**src/rtl/usb3_tp_arbiter.sv**
```systemverilog
// usb3_tp_arbiter: round-robin sharing of the link TP transmit port between
// data-ACK (A), status-ACK (B) and NRDY/ERDY (C) sources, with stall abort and sticky errors.
module usb3_tp_arbiter #(
    parameter logic [9:0] TIMEOUT = 10'd1023,
    parameter logic [9:0] HOLDOFF = 10'd2
) (
    input  logic        local_clk,
    input  logic        reset,
    input  logic        link_ready,
    input  logic        req_a,
    input  logic        req_b,
    input  logic        req_c,
    input  logic [35:0] hdr_a,
    input  logic [35:0] hdr_b,
    input  logic [35:0] hdr_c,
    output logic        ack_a,
    output logic        ack_b,
    output logic        ack_c,
    output logic        tx_tp,
    output logic        tx_tp_retry,
    output logic        tx_tp_dir,
    output logic [3:0]  tx_tp_subtype,
    output logic [3:0]  tx_tp_endp,
    output logic [4:0]  tx_tp_nump,
    output logic [4:0]  tx_tp_seq,
    output logic [15:0] tx_tp_stream,
    input  logic        tx_tp_ack,
    output logic [1:0]  grant_id,
    output logic        err_timeout,
    output logic        err_drop
);
    localparam logic [1:0] S_IDLE  = 2'd0;
    localparam logic [1:0] S_ISSUE = 2'd1;
    localparam logic [1:0] S_GAP   = 2'd2;

    logic [1:0]  r_state;
    logic [1:0]  r_last;
    logic [1:0]  r_gid;
    logic [9:0]  r_cnt;
    logic [9:0]  r_gap;
    logic [35:0] r_hdr;
    logic [2:0]  r_ack;
    logic        r_tx;
    logic        r_err_to;
    logic        r_err_drop;
    logic [3:0]  w_req;
    logic [1:0]  w_n1;
    logic [1:0]  w_n2;
    logic [1:0]  w_win;
    logic [35:0] w_hdr;

    // Bit 3 pads the request vector so index 3 ("none") always reads as idle.
    assign w_req = {1'b0, req_c, req_b, req_a};

    always_comb begin
        w_n1  = (r_last == 2'd2) ? 2'd0 : r_last + 2'd1;
        w_n2  = (w_n1 == 2'd2) ? 2'd0 : w_n1 + 2'd1;
        w_win = w_req[w_n1] ? w_n1 : w_req[w_n2] ? w_n2 : w_req[r_last] ? r_last : 2'd3;
        w_hdr = (w_win == 2'd0) ? hdr_a : (w_win == 2'd1) ? hdr_b : hdr_c;
    end

    always_ff @(posedge local_clk or posedge reset) begin
        if (reset) begin
            r_state    <= S_IDLE;
            r_last     <= 2'd2;
            r_gid      <= 2'd3;
            r_cnt      <= '0;
            r_gap      <= '0;
            r_hdr      <= '0;
            r_ack      <= '0;
            r_tx       <= 1'b0;
            r_err_to   <= 1'b0;
            r_err_drop <= 1'b0;
        end else begin
            r_ack <= '0;
            case (r_state)
                S_IDLE: begin
                    if (link_ready && w_win != 2'd3) begin
                        r_hdr   <= w_hdr;
                        r_tx    <= 1'b1;
                        r_gid   <= w_win;
                        r_cnt   <= '0;
                        r_state <= S_ISSUE;
                    end
                end
                S_ISSUE: begin
                    // A link ack takes precedence over a coincident timeout or link drop.
                    if (tx_tp_ack) begin
                        r_tx    <= 1'b0;
                        r_ack   <= {r_gid == 2'd2, r_gid == 2'd1, r_gid == 2'd0};
                        r_last  <= r_gid;
                        r_gid   <= 2'd3;
                        r_gap   <= HOLDOFF;
                        r_state <= S_GAP;
                    end else if (r_cnt == TIMEOUT - 10'd1 || !link_ready) begin
                        r_tx     <= 1'b0;
                        r_err_to <= 1'b1;
                        if (!link_ready) r_err_drop <= 1'b1;
                        r_last   <= r_gid;
                        r_gid    <= 2'd3;
                        r_gap    <= HOLDOFF;
                        r_state  <= S_GAP;
                    end else begin
                        r_cnt <= r_cnt + 10'd1;
                    end
                end
                S_GAP: begin
                    if (r_gap <= 10'd1) r_state <= S_IDLE;
                    else r_gap <= r_gap - 10'd1;
                end
                default: r_state <= S_IDLE;
            endcase
        end
    end

    assign tx_tp         = r_tx;
    assign tx_tp_retry   = r_hdr[35];
    assign tx_tp_dir     = r_hdr[34];
    assign tx_tp_subtype = r_hdr[33:30];
    assign tx_tp_endp    = r_hdr[29:26];
    assign tx_tp_nump    = r_hdr[25:21];
    assign tx_tp_seq     = r_hdr[20:16];
    assign tx_tp_stream  = r_hdr[15:0];
    assign {ack_c, ack_b, ack_a} = r_ack;
    assign grant_id      = r_gid;
    assign err_timeout   = r_err_to;
    assign err_drop      = r_err_drop;
endmodule

```
**config.mk**
```make
export PLATFORM = sky130hd
export DESIGN_NAME = usb3_tp_arbiter
export DESIGN_NICKNAME = d
export VERILOG_FILES = /design/src/rtl/usb3_tp_arbiter.sv
export SDC_FILE = /design/constraint.sdc
export NUM_CORES = 1
export LEC_CHECK = 0
export CAP_MARGIN = 10
export CORE_MARGIN = 4
export CORE_UTILIZATION = 38
export CTS_CLUSTER_DIAMETER = 120
export DETAILED_ROUTE_END_ITERATION = 10
export GPL_TIMING_DRIVEN = 0
export PLACE_DENSITY_LB_ADDON = 0.2
export SLEW_MARGIN = 30
export SYNTH_ARGS = -nofsm -noshare
export SYNTH_HDL_FRONTEND = slang
export SYNTH_SLANG_ARGS = --single-unit
```
**constraint.sdc**
```tcl
create_clock -name local_clk -period 1.8 [get_ports local_clk]
set_input_delay 0.18 -clock local_clk [delete_from_list [all_inputs] [get_ports local_clk]]
set_output_delay 0.18 -clock local_clk [all_outputs]
set_load 0.03 [all_outputs]
```
# Word level (Yosys, flattened, before mapping)
# Index checks and enable logic that the tools add are counted.
# totals
regBits	68
in_bits	115
out_inout_bits	44
elab_cells	90
# op_classes
add_sub_neg	4
magnitude_cmp	4
eq_ne	15
muxes	38
bitwise_logic	2
reduce_logical	17
# op_table
operator	count
2-to-1 mux 36 bit	2
2-to-1 mux 10 bit	6
case mux 10 bit (2 select lines)	2
2-to-1 mux 2 bit	14
!= test 2 bit, second input constant	6
AND reduction 3 bit	4
adder 10 x 1 -> 10 bit, second input constant	1
equality test 10 bit, second input constant	1
less-or-equal comparator 10 x 1 -> 1 bit, second input constant	1
subtractor 10 x 1 -> 10 bit, second input constant	1
< comparator 2 x 3 -> 1 bit, second input constant	3
equality test 2 bit, second input constant	4
AND reduction 4 bit	2
binary-select mux 1 bit (select 2 bit)	3
equality test 2 x 1 -> 1 bit, second input constant	3
zero test 2 bit	3
2-to-1 mux 1 bit	6
2-to-1 mux 3 bit	2
case mux 2 bit (3 select lines)	1
nonzero test 2 bit	3
adder 2 x 1 -> 2 bit, second input constant	2
case mux 2 bit (2 select lines)	1
AND reduction 2 bit	2
!= test 3 bit, second input constant	1
5 further kinds	6

# Logic depth before layout (Yosys ltp)
# depth
depth_word	12
mapped_depth	8
ltp_nobuf	7

# Worst setup path after synthesis
# Ideal clock, no wire load.
# synth_timing
path_type	reg2reg
from	reg r_cnt[0]
to	reg r_tx (netlist: tx_tp)
setup_time_ns	0.143
arrival_time_ns	1.682
t_required_ns	1.657
slack_ns	-0.025
stages_incl_launch_ff	8
n_path_buf	1
synth_period_minus_slack_ns	1.825
cell_sequence	dfrtp_1 inv_1 ha_1 nand3_1 or3_1 a31oi_1 buf_2 o21ai_0
# synth_between
elab_chain_cells	4
# synth_rtl
item	line_no	rtl
start: declaration	39	logic [9:0] r_cnt;
start signal: assignment	104	r_cnt <= r_cnt + 10'd1;
equality test 10 bit	95	end else if (r_cnt == TIMEOUT - 10'd1 || !link_ready) begin
logical OR 1 bit	95	
!= test 3 bit (no line)	n/a	
AND reduction 3 bit (no line)	n/a	
end signal: assignment	80	r_tx <= 1'b1;
end signal: assignment	89	r_tx <= 1'b0;
end signal: assignment	96	r_tx <= 1'b0;
end: declaration	43	logic r_tx;
# No other way between the ends.
# A chain may end at the register's enable or synchronous reset.

# Worst setup path after layout
# layout_timing
from	reg r_gap[2]
to	reg r_gap[7]
# layout_between
elab_chain_cells	3
word_cells_on_any_way	6
classes_between	1 x add/sub; 1 x order compare; 1 x eq/ne; 2 x mux; 1 x reduce/logical
# layout_rtl
item	line_no	rtl
start: declaration	40	logic [9:0] r_gap;
start signal: assignment	109	else r_gap <= r_gap - 10'd1;
subtractor 10 x 1 -> 10 bit / less-or-equal comparator 10 x 1 -> 1 bit (equally long branches)	109, 108	
2-to-1 mux 10 bit / != test 2 bit (equally long branches)	n/a	
case mux 10 bit (2 select lines) / AND reduction 3 bit (equally long branches)	n/a	
# Several ways; a longest one is shown, not always the timed one. The select of a mux whose other input is x is not followed.

==> key figures <==
Status
  • Status: complete, but fails checks
  • Failing checks: setup timing

Logic synthesis
  • Syn Inst Count: 331
  • Ys flop type: dfrtp_1
  • Sequential fraction of the synthesis area: 49.51%
  • Mapped Area: roughly 3400 µm²
  • Yosys Warn Count: 0
  • Top area cells in the synthesized netlist: dfrtp_1, mux2i_1, a22oi_1
  • Yosys top cell area share: 47.22%
  • Most frequent cells after synthesis: dfrtp_1, o21ai_0, mux2i_1
  • Distinct cells, synth: 46
  • Most common cell in the netlist: dfrtp_1
  • Synthesized flop and latch total: 68
  • Async SR Flop Fraction: 100.0%
  • Yosys top cell by area: dfrtp_1
  • EDFF count, synth: 0
  • Synthesized Nets: 450
  • Synthesized area per cell: 10.41 µm²

Clocking
  • Worst-path clk slew: roughly 0.08 ns
  • Num CTS Buffers: 9
  • CTS H-Tree Depth: 3
  • TritonCTS Sinks: 68
  • Worst-skew pair later-pin latency: 0.35 ns
  • Root Driver: clkbuf_8
  • Clock Path Buffers: 2
  • TritonCTS clock tree: built
  • Cts hold-fix bufs: 0

Critical path
  • Critical Path RT: 2.08 ns
  • Startpoint types: flip-flop
  • CP max stage cell: or4_4
  • WS Path Type: reg2reg
  • CP most frequent cell: or4_4
  • Crit end category: flip-flop
  • Worst Path Max Fanout: 4
  • CP Cell Sequence: or4_4 -> or4_4 -> or3_1 -> a21oi_1
  • Crit path DAT: 2.17 ns
  • Largest stage delay, worst path: 0.57 ns

Route
  • Vias after detailed routing: 3376
  • Initial DRC count: around 180
  • Routed len/inst: around 17 µm
  • Final WL: 10920 µm
  • DRC Markers: 0
  • DR vias/cell: approximately 5.4
  • First-pass detailed-route iteration total: 4
  • Final ANT Viol Nets: 0

Layout
  • Final nets: 637
  • Number of fill cells in the layout: around 730
  • Layout cell share with drive strength beyond 1: between 10% and 20%
  • Area growth, synth to finish: 65.71%
  • Antenna diode count: 0
  • Fin cells: 631

Timing
  • Least-Margin Pin Slew: about 0.62 ns
  • Setup violators final: 5
  • Max-slew violations: 0
  • Fmax: 529.6 MHz
  • Hold WS: ~0.21 ns
  • Minimum clock period after layout: 1.888 ns
  • Final worst-path cycle share: 104.9%
  • Layout Skew: 0.01452 ns
  • Min setup slack post-route: -0.08818 ns
  • RSZ-0062 raised after global routing: yes
  • Final hold vios: 0
  • Slew headroom: 58.39%

Floorplan
  • Core ar.: 8763 µm²
  • Io pins: 159
  • Cell Rows: 34
  • Die area: 10650 µm²
  • Die span in y: roughly 100 µm
  • Starting density of the core: 39.31%
  • Die Wd: 103.2 µm

Place
  • Post-DP HPWL: between 8000 and 9000 µm
  • Port Buffers: 157
  • Dpl cells: 598
  • Placer congestion estimate: 0.8070

Power and ir drop
  • P per Cell Area: 1428 nW/µm²
  • Leakage: 2.507 nW
  • VDD IR max: about 0.61 mV

GRT
  • Vias in the first global route: 3449
  • Initial antenna violation count: 0
  • First-pass GRT wire length: 16560 µm
  • Total GRT Usage: 20.48%
  • Largest net degree at the start of global routing: 27
  • GR Overflow Total: 0

Worst hold path
  • Hold crit path type: in2reg

Flow run
  • Max cap viols: 0
==> kinds of logic (layout without fill, tap and decap cells) <==
| family | count (synthesis) | after routing | share of synthesized area (%) |
|---|---|---|---|
| buffers and inverters | 27 | 219 | 3.087 |
| DFF | 68 | 68 | 49.51 |
| and+or+nand+nor | 71 | 71 | 11.55 |
| xor gates and xnor gates | 8 | 8 | 2.034 |
| adders and majority gates | 4 | 4 | 1.453 |
| AOI/OAI and AO/OA | 113 | 113 | 20.67 |
| muxes | 40 | 40 | 11.70 |
==> registers in the layout, summed over array words and instances (netlist names) <==
register,cells
tx_tp,1
r_last,2
err_timeout,1
r_state,2
grant_id,2
r_hdr,36
r_gap,10
r_cnt,10
err_drop,1
r_ack,3
==> worst paths after layout <==
kind | start | slack, ns | end | cells after the start
max | r_gap[2] | -0.09 | r_gap[7] | 4
min | link_ready | 0.21 | err_drop | 2
max reg2reg | r_gap[2] | -0.09 | r_gap[7] | 4
min reg2reg | err_drop | 0.48 | err_drop | 2
max in group asynchronous | reset | 0.78 | grant_id[1] | 4
min in group asynchronous | reset | 0.25 | r_hdr[24] | 2
==> worst max-delay path, delay by kind of cell, from the launching register on <==
| kind | cells | cell delay [ns] |
|---|---|---|
| flip-flops | 1 | 0.39 |
| AO/OA/AOI/OAI | 1 | 0.12 |
| AND/OR/NAND/NOR | 3 | 1.31 |
==> area by class of cell <==
cell class	count	area [µm²]	area share, %
clock inverter	4	72.57	1.271
sequential	68	1707	29.90
buffer	15	91.34	1.600
timing repair buffer	177	1765	30.93
tap	108	135.1	2.367
inverter	11	45.04	0.7891
multi-input combinational	236	1747	30.60
clock buffer	12	145.1	2.543
==> metal layers <==
layer | vias up | track usage [%] | part of all wire [%]
li1 | 1614 | - | -
met1 | 1634 | 23.57 | 39
met2 | 113 | 35.08 | 51
met3 | 15 | 6.372 | 7.5
met4 | 0 | 8.964 | 2.1
met5 | - | 0 | 0
==> power breakdown <==
group / total [mW] / switching (mW) / internal [mW]
Sequential: 2.54 / 0.422 / 2.11
Clock: 1.41 / 0.588 / 0.818
Combinational: 4.21 / 2.25 / 1.96
Total: 8.15 / 3.26 / 4.89
==> metrics by stage <==
stage	setup TNS [ns]	cell area (µm²)	worst slack, ns	util (%)	total power [mW]
4_1_cts	-0.2112	5545	-0.06845	63.28	7.954
6_report	-0.2772	5708	-0.08818	65.13	8.150
3_5_place_dp	-29.67	5216	-0.7123	59.52	6.371
2_1_floorplan	-0.01942	3455	-0.01942	-	4.751
5_1_grt	-0.8762	5708	-0.1453	65.13	8.640
3_3_place_gp	-26.76	5161	-0.6486	58.89	6.278
==> placed cells by master, fill, tap and decap left out, types with 5 or more instances in the layout <==
master	synthesis	routed
inv_1	11	10
dfrtp_1	65	64
xnor2_1	6	6
a21oi_1	7	6
o21ai_1	0	5
nor2_1	16	16
clkbuf_8	0	10
a22oi_1	35	33
mux2i_1	38	38
o21ai_0	50	45
clkdlybuf4s50_1	0	154
buf_4	0	22
nand2_1	9	7
==> timing repair <==
item / in CTS / in global routing
pin swaps: 3 / 3
setup endpoints to repair: 57 / 57
cloned: 1 / 0
gates resized for setup: 21 / 38
buffers inserted: 6 / 11
No activity file was read; power rests on OpenSTA's default activity.
